## config.mk

```make
export PLATFORM = sky130hd
export DESIGN_NAME = voice_allocator_flat
export DESIGN_NICKNAME = d
export VERILOG_FILES = /design/src/rtl/voice_allocator_if.sv /design/src/rtl/voice_allocator.sv /design/src/flat_wrapper.sv
export SDC_FILE = /design/constraint.sdc
export NUM_CORES = 1
export LEC_CHECK = 0
export BUFFER_PORTS_ARGS = -buffer_cell sky130_fd_sc_hd__buf_2
export CORE_ASPECT_RATIO = 1.4
export CORE_MARGIN = 2
export CORE_UTILIZATION = 53
export DETAILED_ROUTE_END_ITERATION = 8
export PLACE_DENSITY = 0.85
export SETUP_SLACK_MARGIN = 0.1
export SLEW_MARGIN = 10
export SYNTH_ARGS = -nofsm -noshare
export SYNTH_HDL_FRONTEND = slang
export SYNTH_SLANG_ARGS = --single-unit
```

## constraint.sdc

```tcl
create_clock -name i_clk -period 6.7 [get_ports i_clk]
set_input_delay 2.01 -clock i_clk [delete_from_list [all_inputs] [get_ports i_clk]]
set_output_delay 2.01 -clock i_clk [all_outputs]
set_load 0.005 [all_outputs]
```

## src/rtl/voice_allocator_if.sv

```systemverilog
// voice_allocator_if: note-event request and voice-update bus of the voice allocator
interface voice_allocator_if;
    logic        i_note_valid;
    logic        o_note_ready;
    logic        i_note_on;
    logic [6:0]  i_note_num;
    logic [6:0]  i_velocity;
    logic [31:0] i_tuning_code;
    logic        o_SPI_flag;
    logic        o_SPI_note_status;
    logic [7:0]  o_SPI_voice_index;
    logic [31:0] o_SPI_tuning_code;
    logic [6:0]  o_SPI_velocity;
    logic        o_drop;
    logic [8:0]  o_active_count;

    modport master (
        output i_note_valid, i_note_on, i_note_num, i_velocity, i_tuning_code,
        input  o_note_ready, o_SPI_flag, o_SPI_note_status, o_SPI_voice_index,
               o_SPI_tuning_code, o_SPI_velocity, o_drop, o_active_count
    );

    modport slave (
        input  i_note_valid, i_note_on, i_note_num, i_velocity, i_tuning_code,
        output o_note_ready, o_SPI_flag, o_SPI_note_status, o_SPI_voice_index,
               o_SPI_tuning_code, o_SPI_velocity, o_drop, o_active_count
    );
endinterface

```

## src/rtl/voice_allocator.sv

```systemverilog
// voice_allocator: polyphonic voice slot allocator with a full linear scan per event.
// Optional feature macro VOICE_ALLOCATOR_STEAL_EN: steal a slot round-robin when the
// table is full; without it a note-on to a full table is dropped.
module voice_allocator #(
    parameter int NUM_VOICES = 16
) (
    input logic               i_clk,
    input logic               i_reset,
    voice_allocator_if.slave  bus
);
    localparam int IW = $clog2(NUM_VOICES);
    localparam logic [IW-1:0] LAST = IW'(NUM_VOICES - 1);

    typedef enum logic [1:0] {IDLE, SCAN, ISSUE} state_t;

    state_t          state_q, state_d;
    logic [IW-1:0]   scan_q;
    logic            match_q, free_q;
    logic [IW-1:0]   match_idx_q, free_idx_q;
    logic            post_q;
    logic            ev_on_q;
    logic [6:0]      ev_note_q, ev_vel_q;
    logic [31:0]     ev_tune_q;
    logic [NUM_VOICES-1:0] active_q;
    logic [6:0]      notes_q [NUM_VOICES];
    logic            flag_q, status_q, drop_q;
    logic [7:0]      vidx_q;
    logic [31:0]     tune_out_q;
    logic [6:0]      vel_out_q;
    logic [8:0]      count_q, count_d;
    logic            accept, hit, issue, drop;
    logic [IW-1:0]   tgt;
`ifdef VOICE_ALLOCATOR_STEAL_EN
    logic [IW-1:0]   steal_q, steal_d;
`endif

    // Ready is held low for one cycle after ISSUE so the result pulse precedes the next accept.
    assign bus.o_note_ready      = (state_q == IDLE) & ~post_q & ~i_reset;
    assign accept                = bus.i_note_valid & bus.o_note_ready;
    assign hit                   = active_q[scan_q] & (notes_q[scan_q] == ev_note_q);
    assign bus.o_SPI_flag        = flag_q;
    assign bus.o_SPI_note_status = status_q;
    assign bus.o_SPI_voice_index = vidx_q;
    assign bus.o_SPI_tuning_code = tune_out_q;
    assign bus.o_SPI_velocity    = vel_out_q;
    assign bus.o_drop            = drop_q;
    assign bus.o_active_count    = count_q;

    // Next-state: accept in IDLE, scan every slot, then one resolve/issue cycle.
    always_comb begin
        state_d = state_q;
        unique case (state_q)
            IDLE:    state_d = accept ? SCAN : IDLE;
            SCAN:    state_d = (scan_q == LAST) ? ISSUE : SCAN;
            default: state_d = IDLE;
        endcase
    end

    // Target selection from the completed scan: match first, then lowest free, then full-table case.
    always_comb begin
        issue   = 1'b0;
        drop    = 1'b0;
        tgt     = match_idx_q;
        count_d = count_q;
`ifdef VOICE_ALLOCATOR_STEAL_EN
        steal_d = steal_q;
`endif
        if (state_q == ISSUE) begin
            if (ev_on_q) begin
                if (match_q) begin
                    issue = 1'b1;
                end else if (free_q) begin
                    issue   = 1'b1;
                    tgt     = free_idx_q;
                    count_d = count_q + 9'd1;
                end else begin
`ifdef VOICE_ALLOCATOR_STEAL_EN
                    issue   = 1'b1;
                    tgt     = steal_q;
                    steal_d = (steal_q == LAST) ? '0 : steal_q + IW'(1);
`else
                    drop = 1'b1;
`endif
                end
            end else if (match_q) begin
                issue   = 1'b1;
                count_d = count_q - 9'd1;
            end
        end
    end

    // State register and per-slot scan bookkeeping (first match, lowest free slot).
    always_ff @(posedge i_clk) begin
        if (i_reset) begin
            state_q     <= IDLE;
            scan_q      <= '0;
            match_q     <= 1'b0;
            free_q      <= 1'b0;
            match_idx_q <= '0;
            free_idx_q  <= '0;
            post_q      <= 1'b0;
        end else begin
            state_q <= state_d;
            post_q  <= (state_q == ISSUE);
            if (accept) begin
                scan_q  <= '0;
                match_q <= 1'b0;
                free_q  <= 1'b0;
            end else if (state_q == SCAN) begin
                scan_q <= (scan_q == LAST) ? '0 : scan_q + IW'(1);
                if (hit & ~match_q) begin
                    match_q     <= 1'b1;
                    match_idx_q <= scan_q;
                end
                if (~active_q[scan_q] & ~free_q) begin
                    free_q     <= 1'b1;
                    free_idx_q <= scan_q;
                end
            end
        end
    end

    // Capture the event on accept; held stable through SCAN and ISSUE.
    always_ff @(posedge i_clk) begin
        if (accept) begin
            ev_on_q   <= bus.i_note_on;
            ev_note_q <= bus.i_note_num;
            ev_vel_q  <= bus.i_velocity;
            ev_tune_q <= bus.i_tuning_code;
        end
    end

    // Slot active bits: set on note-on issue, cleared on note-off issue or reset.
    always_ff @(posedge i_clk) begin
        if (i_reset) active_q <= '0;
        else if (issue) active_q[tgt] <= ev_on_q;
    end

    // Slot note numbers: only meaningful while the slot is active.
    always_ff @(posedge i_clk) begin
        if (issue & ev_on_q) notes_q[tgt] <= ev_note_q;
    end

    // Registered voice-update outputs, strobes and active count.
    always_ff @(posedge i_clk) begin
        if (i_reset) begin
            flag_q     <= 1'b0;
            drop_q     <= 1'b0;
            status_q   <= 1'b0;
            vidx_q     <= '0;
            tune_out_q <= '0;
            vel_out_q  <= '0;
            count_q    <= '0;
`ifdef VOICE_ALLOCATOR_STEAL_EN
            steal_q    <= '0;
`endif
        end else begin
            flag_q  <= issue;
            drop_q  <= drop;
            count_q <= count_d;
`ifdef VOICE_ALLOCATOR_STEAL_EN
            steal_q <= steal_d;
`endif
            if (issue) begin
                status_q   <= ev_on_q;
                vidx_q     <= 8'(tgt);
                tune_out_q <= ev_tune_q;
                vel_out_q  <= ev_vel_q;
            end
        end
    end
endmodule

```

## src/flat_wrapper.sv

```systemverilog
// flat-port wrapper written by rule: the top's interface ports become plain ports
module voice_allocator_flat 
#(
    parameter int NUM_VOICES = 16
)
  (i_clk, i_reset, bus_i_note_valid, bus_i_note_on, bus_i_note_num, bus_i_velocity, bus_i_tuning_code, bus_o_note_ready, bus_o_SPI_flag, bus_o_SPI_note_status, bus_o_SPI_voice_index, bus_o_SPI_tuning_code, bus_o_SPI_velocity, bus_o_drop, bus_o_active_count);
  voice_allocator_if bus_i ();
  input logic i_clk;
  input logic i_reset;
  input wire logic [$bits(bus_i.i_note_valid)-1:0] bus_i_note_valid;
  input wire logic [$bits(bus_i.i_note_on)-1:0] bus_i_note_on;
  input wire logic [$bits(bus_i.i_note_num)-1:0] bus_i_note_num;
  input wire logic [$bits(bus_i.i_velocity)-1:0] bus_i_velocity;
  input wire logic [$bits(bus_i.i_tuning_code)-1:0] bus_i_tuning_code;
  output wire logic [$bits(bus_i.o_note_ready)-1:0] bus_o_note_ready;
  output wire logic [$bits(bus_i.o_SPI_flag)-1:0] bus_o_SPI_flag;
  output wire logic [$bits(bus_i.o_SPI_note_status)-1:0] bus_o_SPI_note_status;
  output wire logic [$bits(bus_i.o_SPI_voice_index)-1:0] bus_o_SPI_voice_index;
  output wire logic [$bits(bus_i.o_SPI_tuning_code)-1:0] bus_o_SPI_tuning_code;
  output wire logic [$bits(bus_i.o_SPI_velocity)-1:0] bus_o_SPI_velocity;
  output wire logic [$bits(bus_i.o_drop)-1:0] bus_o_drop;
  output wire logic [$bits(bus_i.o_active_count)-1:0] bus_o_active_count;
  assign bus_i.i_note_valid = bus_i_note_valid;
  assign bus_i.i_note_on = bus_i_note_on;
  assign bus_i.i_note_num = bus_i_note_num;
  assign bus_i.i_velocity = bus_i_velocity;
  assign bus_i.i_tuning_code = bus_i_tuning_code;
  assign bus_o_note_ready = bus_i.o_note_ready;
  assign bus_o_SPI_flag = bus_i.o_SPI_flag;
  assign bus_o_SPI_note_status = bus_i.o_SPI_note_status;
  assign bus_o_SPI_voice_index = bus_i.o_SPI_voice_index;
  assign bus_o_SPI_tuning_code = bus_i.o_SPI_tuning_code;
  assign bus_o_SPI_velocity = bus_i.o_SPI_velocity;
  assign bus_o_drop = bus_i.o_drop;
  assign bus_o_active_count = bus_i.o_active_count;
  voice_allocator #(.NUM_VOICES(NUM_VOICES)) u_core (.i_clk(i_clk), .i_reset(i_reset), .bus(bus_i));
endmodule
```

==> results.json, run 1 <==
{
  "clk_latency_ns": 0.50,
  "worst_path_max_delay_cell": "nor4_1",
  "p_comb_share_pct": 3.4,
  "dr.pass1.iters": 5,
  "ys_types": 45,
  "yosys_warnings": 0,
  "peakVddDrop_uv": 238.5,
  "cp_max_fo": 2,
  "crit_path_end_kind": "output port",
  "multiInputGateArea_um2": 2988,
  "hp-start": "u_core.bus.o_SPI_tuning_code[7]",
  "fill_cells": 1319,
  "drc": 0,
  "crit_chain": "buf_2 -> nor4_1 -> buf_2",
  "total_leakage_power_nw": 3.869,
  "critPathLaunch": "i_reset",
  "fin_nets": 881,
  "r2r_start": "u_core.ev_on_q",
  "avgViaCountPerCell": 5.612,
  "path_buf_inv": 2,
  "vias": 6044,
  "tightest_slew_ns": 1.084,
  "antenna_found_initial": 0,
  "hold_viol_final": 0,
  "seq_area_frac_synth_pct": 67.36,
  "slew_violations": 0,
  "cts_buffers": 21,
  "cp.arrival_ns": 2.57,
  "final_cell_mix": "edfxtp_1, nand2_1, buf_2",
  "synth_edf_count": 159,
  "die_y_um": 165.1,
  "clock.fmax_mhz": 218.3,
  "antenna_cells": 0,
  "period_needed_ns": 4.581,
  "slew_headroom_pct": 27.71,
  "cp_top_family": "buffers and inverters",
  "rsz0062_at_grt": "no",
  "grt_pass1_vias": 6154,
  "outcome": "complete, no violations",
  "skew_ns": 0.01010,
  "grt_max_degree": 88,
  "path_common_cell": "buf_2",
  "post_drt_wl_per_cell_um": 18.73,
  "grt_pass1_wl_um": 31660,
  "ioPinCount": 110,
  "seq_area_um2": 6616,
  "clock_power_share_pct": 40.1,
  "grt_usage_pct": 20.45,
  "clk_pin_slew_ns": 0.07,
  "area_growth_syn_to_layout_pct": 13.87,
  "setup_violations": 0,
  "port_buffers": 105,
  "synth-seq-cells": 251,
  "drt_wl_total_um": 20170,
  "pwr-share-seq_pct": 56.5,
  "drt_iter0_drc": 407,
  "min_path_type": "register to register",
  "pre_cts_ws_ns": 2.120,
  "ant_nets": 0,
  "p_sw_share_pct": 20.42,
  "p_sw_mw": 0.6058,
  "p_int_mw": 2.361,
  "final_common_cell": "edfxtp_1",
  "rows": 58,
  "avgSynthCellArea_um2": 13.62,
  "slowest_delay_ns": 0.28,
  "path_class": "input port to output port",
  "power.density_nw_per_um2": 265.2,
  "synthArstFlopShare_pct": 0,
  "synthCells": 721,
  "cts.sinks": 251,
  "clock-root-buffer": "clkbuf_16",
  "die_area_um2": 19650,
  "final_util_pct": 61.90,
  "crit_path_start_kind": "input port",
  "clk_path_buf_depth": 3,
  "drive_gt1_share_pct": 21.39,
  "h-tree-depth": 1,
  "cts_setup_buffers": 0,
  "start_util_pct": 54.36,
  "synth-main-ff-cell": "edfxtp_1",
  "dp_hpwl_um": 12730,
  "cts_hold_buffers": 0,
  "maxCapViolCount": 0,
  "fin_setup_tns_ns": 0,
  "postCtsResizedCells": 0,
  "fin_ws_ns": 2.119,
  "netlist_area_um2": 9822,
  "min_period_over_period_pct": 68.37,
  "die_x_um": 119.1,
  "cts_tree": "built",
  "required_ns": 4.69,
  "grt.overflow.total": 0,
  "gp_congestion": 0.8105,
  "core_area_um2": 18070
}
[worst register-to-register path, cell delays in order, from the launching register on]
cell and delay, ns:
edfxtp_1 0.73, nor2b_1 0.24, nand3_1 0.39, or3_1 0.45
o31ai_1 0.24, nand2_1 0.35, nor2_1 0.78
[layer usage]
| metal | vias to the layer above | routed length [µm] | track usage, % |
|---|---|---|---|
| met5 | - | 0 | 0 |
| met4 | 0 | 587 | 7.738 |
| met3 | 55 | 1216 | 3.400 |
| met2 | 222 | 10760 | 38.17 |
| met1 | 2958 | 7610 | 23.57 |
| li1 | 2809 | - | - |
[Yosys cell counts (6+ instances only)]
| master | instances | area (µm²) |
|---|---|---|
| nor2_1 | 50 | 187.7 |
| nand2_1 | 124 | 465.5 |
| a21oi_1 | 58 | 290.3 |
| xnor2_1 | 18 | 157.7 |
| ha_1 | 8 | 100.1 |
| nor3_1 | 6 | 30.03 |
| clkbuf_1 | 23 | 86.33 |
| a2bb2oi_1 | 10 | 87.58 |
| nand2b_1 | 16 | 100.1 |
| dfxtp_1 | 92 | 1842 |
| nand3_1 | 14 | 70.07 |
| mux4_2 | 26 | 585.6 |
| edfxtp_1 | 159 | 4775 |
| mux4_1 | 6 | 157.7 |
| buf_4 | 6 | 45.04 |
| o21ai_0 | 6 | 30.03 |
| inv_1 | 8 | 30.03 |
| mux2i_1 | 27 | 270.3 |
[cell type report]
type                            count  area share (%)
Clock buffer                       28           5.213
Inverter                            8          0.2685
Tap cell                          240           2.685
Timing Repair Buffer              113           5.235
Clock inverter                     10          0.7271
Multi-Input combinational cell    427           26.71
Sequential cell                   251           59.16
[power by group through the flow]
| stage | combinational (mW) | clock, mW | sequential, mW |
|---|---|---|---|
| floorplan | 0.0791 | 0 | 1.70 |
| global placement | 0.0988 | 0 | 1.71 |
| detailed placement | 0.102 | 0 | 1.71 |
| CTS | 0.102 | 1.20 | 1.68 |
| global route | 0.110 | 1.25 | 1.68 |
| finish | 0.101 | 1.19 | 1.68 |
[cells by family after synthesis]
logic type | after synthesis | synth area share, %
flops | 251 | 67.36
simple gates | 230 | 10.23
compound gates | 99 | 6.026
mux | 62 | 10.66
buf+inv | 46 | 2.408
xor+xnor | 23 | 2.051
fa+ha+maj | 9 | 1.223
other cells | 1 | 0.03818
[flip-flops by register name (all words and copies together), names as in the netlist, 7 cells and up, named ones only]
register	cells
u_core.notes_q	112
u_core.bus.o_SPI_tuning_code	32
u_core.ev_tune_q	32
u_core.active_q	16
u_core.bus.o_active_count	9
u_core.bus.o_SPI_velocity	7
u_core.ev_note_q	7
u_core.ev_vel_q	7
[per-stage QoR]
step | cell area (µm²) | power, mW | hold slack [ns] | cells
final | 11180 | 2.966 | 0.4573 | 1077
after global routing | 11180 | 3.042 | 0.4724 | 1077
after CTS | 11180 | 2.977 | 0.4557 | 1077
after detailed placement | 10520 | 1.813 | 0.4453 | 1039
after global placement | 10520 | 1.809 | 0.4374 | 1039
after floorplan | 9833 | 1.781 | 0.4331 | 724
[final timing paths]
path                                                         to  slack [ns]  cells after the start
worst max register to register             u_core.notes_q[1][6]        3.14                      6
worst min register to register  u_core.bus.o_SPI_tuning_code[7]        0.46                      2
worst max-delay path                           bus_o_note_ready        2.12                      3
worst min-delay path            u_core.bus.o_SPI_tuning_code[7]        0.46                      2
Note: power is estimated with default switching activity, not from simulation.
==> inputs of run 2 (changes only) <==
--- a/config.mk
+++ b/config.mk
@@ -5,12 +5,13 @@
 export SDC_FILE = /design/constraint.sdc
 export NUM_CORES = 1
 export LEC_CHECK = 0
+export ABC_AREA = 1
 export BUFFER_PORTS_ARGS = -buffer_cell sky130_fd_sc_hd__buf_2
 export CORE_ASPECT_RATIO = 1.4
 export CORE_MARGIN = 2
 export CORE_UTILIZATION = 53
 export DETAILED_ROUTE_END_ITERATION = 8
-export PLACE_DENSITY = 0.85
+export PLACE_DENSITY = 0.88
 export SETUP_SLACK_MARGIN = 0.1
 export SLEW_MARGIN = 10
 export SYNTH_ARGS = -nofsm -noshare
==> constraint.sdc (replaced) <==
create_clock -name i_clk -period 3.9 [get_ports i_clk]
set_input_delay 1.17 -clock i_clk [delete_from_list [all_inputs] [get_ports i_clk]]
set_output_delay 1.17 -clock i_clk [all_outputs]
set_load 0.005 [all_outputs]
==> results.json, run 2 <==
{
  "seq_area_um2": 6618,
  "drc": 0,
  "cp.arrival_ns": 1.99,
  "drive_gt1_share_pct": 16.75,
  "ys_types": 37,
  "antenna_found_initial": 0,
  "fin_ws_ns": 0.7370,
  "rsz0062_at_grt": "no",
  "required_ns": 2.73,
  "reg2regPathDepth": 9,
  "seq_area_frac_synth_pct": 63.86,
  "synthTopCellsByArea": "edfxtp_1, dfxtp_1, nand2_1, nor2_1, inv_1",
  "die_y_um": 169.4,
  "outcome": "complete, no violations",
  "power.density_nw_per_um2": 469.0,
  "area_growth_syn_to_layout_pct": 13.90,
  "dr.pass1.iters": 5,
  "min_period_over_period_pct": 81.10,
  "pre_cts_ws_ns": 0.7632,
  "cts_buffers": 24,
  "timing.rr.end": "u_core.notes_q[9][1]",
  "synth_top_area_cell": "edfxtp_1",
  "clock.fmax_mhz": 316.2,
  "final_cell_mix": "nand2_1, edfxtp_1, nor2_1",
  "post_dp_cell_area_um2": 10980,
  "crit_path_start_kind": "input port",
  "cts_setup_buffers": 0,
  "hp-start": "u_core.active_q[4]",
  "grt.overflow.total": 0,
  "clock-root-buffer": "clkbuf_16",
  "cts.sinks": 251,
  "p_total_mw": 5.534,
  "synth_fa_ha_area_share_pct": 1.159,
  "synth_xor_area_share_pct": 0.5072,
  "holdPathEnd": "u_core.active_q[4]",
  "maxCapViolCount": 0,
  "setup_violations": 0,
  "yosysTopAreaCellShare_pct": 46.09,
  "yosys_warnings": 0,
  "post_drt_wl_per_cell_um": 16.33,
  "synthCells": 1056,
  "synth-seq-cells": 251,
  "synth-compound-area-share_pct": 6.522,
  "clk_latency_ns": 0.54,
  "drt_wl_total_um": 23160,
  "muxShareOfSynthArea_pct": 0,
  "cp_top_family": "simple AND/OR/NAND/NOR gates",
  "core_area_um2": 19220,
  "path_buf_inv": 3,
  "fill_cells": 1440,
  "die_area_um2": 20700,
  "hold_depth": 2,
  "period_needed_ns": 3.163,
  "path_class": "input port to output port",
  "tightest_slew_ns": 0.7687,
  "avgSynthCellArea_um2": 9.811,
  "avgViaCountPerCell": 5.400,
  "grt_max_degree": 53,
  "fin_setup_tns_ns": 0,
  "slew_violations": 0,
  "synthArstFlopShare_pct": 0,
  "p_sw_mw": 1.211,
  "regMostFlops": "u_core.notes_q",
  "rows": 60,
  "clock_power_share_pct": 43.0,
  "cts_tree": "built",
  "synth_edf_count": 159,
  "multiInputGateArea_um2": 2998,
  "p_sw_share_pct": 21.88,
  "r2r_start": "u_core.state_q[1]",
  "crit_chain": "buf_2 -> nor2_1 -> inv_1 -> nor3_1 -> buf_2",
  "vias": 7657,
  "skew_ns": 0.02801,
  "synth_top_family_by_area": "simple AND/OR/NAND/NOR gates",
  "total_leakage_power_nw": 4.990,
  "final_common_cell": "nand2_1",
  "p_comb_share_pct": 4.7,
  "crit_path_end_kind": "output port",
  "start_util_pct": 53.91,
  "antenna_cells": 0,
  "grt_pass1_vias": 7809,
  "yosysMostFrequentCell": "nand2_1",
  "largest_reg_flops": 112,
  "design_area_um2": 11800,
  "clk_path_buf_depth": 3,
  "peakVddDrop_uv": 441.7,
  "min_path_type": "register to register",
  "drt_iter0_drc": 653,
  "synth-main-ff-cell": "edfxtp_1",
  "pwr-share-seq_pct": 52.3,
  "postCtsResizedCells": 0,
  "cp_max_fo": 2,
  "r2r_slack_ns": 1.31,
  "gp_congestion": 0.8472,
  "ioPinCount": 110,
  "grt_usage_pct": 22.89,
  "cts_hold_buffers": 0,
  "p_int_mw": 4.324,
  "port_buffers": 105,
  "die_x_um": 122.2,
  "h-tree-depth": 1,
  "fin_nets": 1211,
  "hold_viol_final": 0,
  "slowest_delay_ns": 0.33,
  "dp_hpwl_um": 14600,
  "synthTopCellsByCount": "nand2_1, edfxtp_1, nor2_1, inv_1, dfxtp_1",
  "netlist_area_um2": 10360,
  "clk_pin_slew_ns": 0.06,
  "grt_pass1_wl_um": 37600,
  "synth-simple-area-share_pct": 20.60,
  "worst_path_max_delay_cell": "nor3_1",
  "slew_headroom_pct": 48.57,
  "ant_nets": 0,
  "path_common_cell": "buf_2"
}
-- run 2: changes by cell type after synthesis, moves of 16 or more --
| cell | previous run | this run |
|---|---|---|
| a21oi_1 | 58 | 36 |
| nand2_1 | 124 | 230 |
| xnor2_1 | 18 | 2 |
| nand3_1 | 14 | 80 |
| mux4_2 | 26 | 0 |
| inv_1 | 8 | 109 |
| mux2i_1 | 27 | 0 |
| o21ai_0 | 6 | 60 |
| nor2_1 | 50 | 156 |
| nand2b_1 | 16 | 0 |
-- run 2: per-layer routing --
metal	global-route usage (%)	part of all wire, %
met5	0	0
met4	10.69	4.1
met3	5.040	7.9
met2	40.56	52
met1	26.01	36
-- run 2: kinds of logic (layout without fill, tap and decap cells) --
group           after synthesis  in the layout
flops                       251            251
compound gates              123            123
xor+xnor                      6              6
other cells                   1              4
simple gates                503            503
buf+inv                     163            274
fa+ha+maj                     9              9
-- run 2: per-stage QoR --
stage | hold WS [ns] | instances | utilization, %
final | 0.4658 | 1418 | 61.40
after global routing | 0.4946 | 1418 | 61.40
after CTS | 0.4686 | 1418 | 61.40
after detailed placement | 0.4578 | 1374 | 57.14
after global placement | 0.4488 | 1374 | 57.14
after floorplan | 0.4440 | 1059 | -
-- run 2: cell type report --
class                           count  area share (%)
Clock buffer                       30           5.811
Timing Repair Buffer              116           5.259
Clock inverter                     14           1.124
Sequential cell                   251           56.08
Multi-Input combinational cell    645           25.41
Inverter                          114           3.690
Tap cell                          248           2.630
-- run 2: how the worst max path moves through the flow --
stage                     endpoint  depth (start not counted)     from  slack (ns)
3_3_place_gp      bus_o_note_ready                          5  i_reset        0.81
5_1_grt           bus_o_note_ready                          5  i_reset        0.68
4_1_cts           bus_o_note_ready                          5  i_reset        0.76
3_5_place_dp      bus_o_note_ready                          5  i_reset        0.76
2_1_floorplan  u_core.ev_note_q[0]                          6  i_reset        0.75
6_report          bus_o_note_ready                          5  i_reset        0.74
-- run 2: power groups by stage --
stage | clock [mW] | sequential [mW] | combinational, mW
floorplan | 0 | 2.93 | 0.208
global placement | 0 | 2.95 | 0.244
detailed placement | 0 | 2.95 | 0.253
CTS | 2.39 | 2.89 | 0.258
global route | 2.50 | 2.90 | 0.290
finish | 2.38 | 2.89 | 0.260
-- run 2: worst min-delay path: cells and delay by family, from the launching register on --
kind	cells	cell delay, ns
AO/OA/AOI/OAI	1	0.06
AND/OR/NAND/NOR	1	0.06
flip-flops	1	0.31
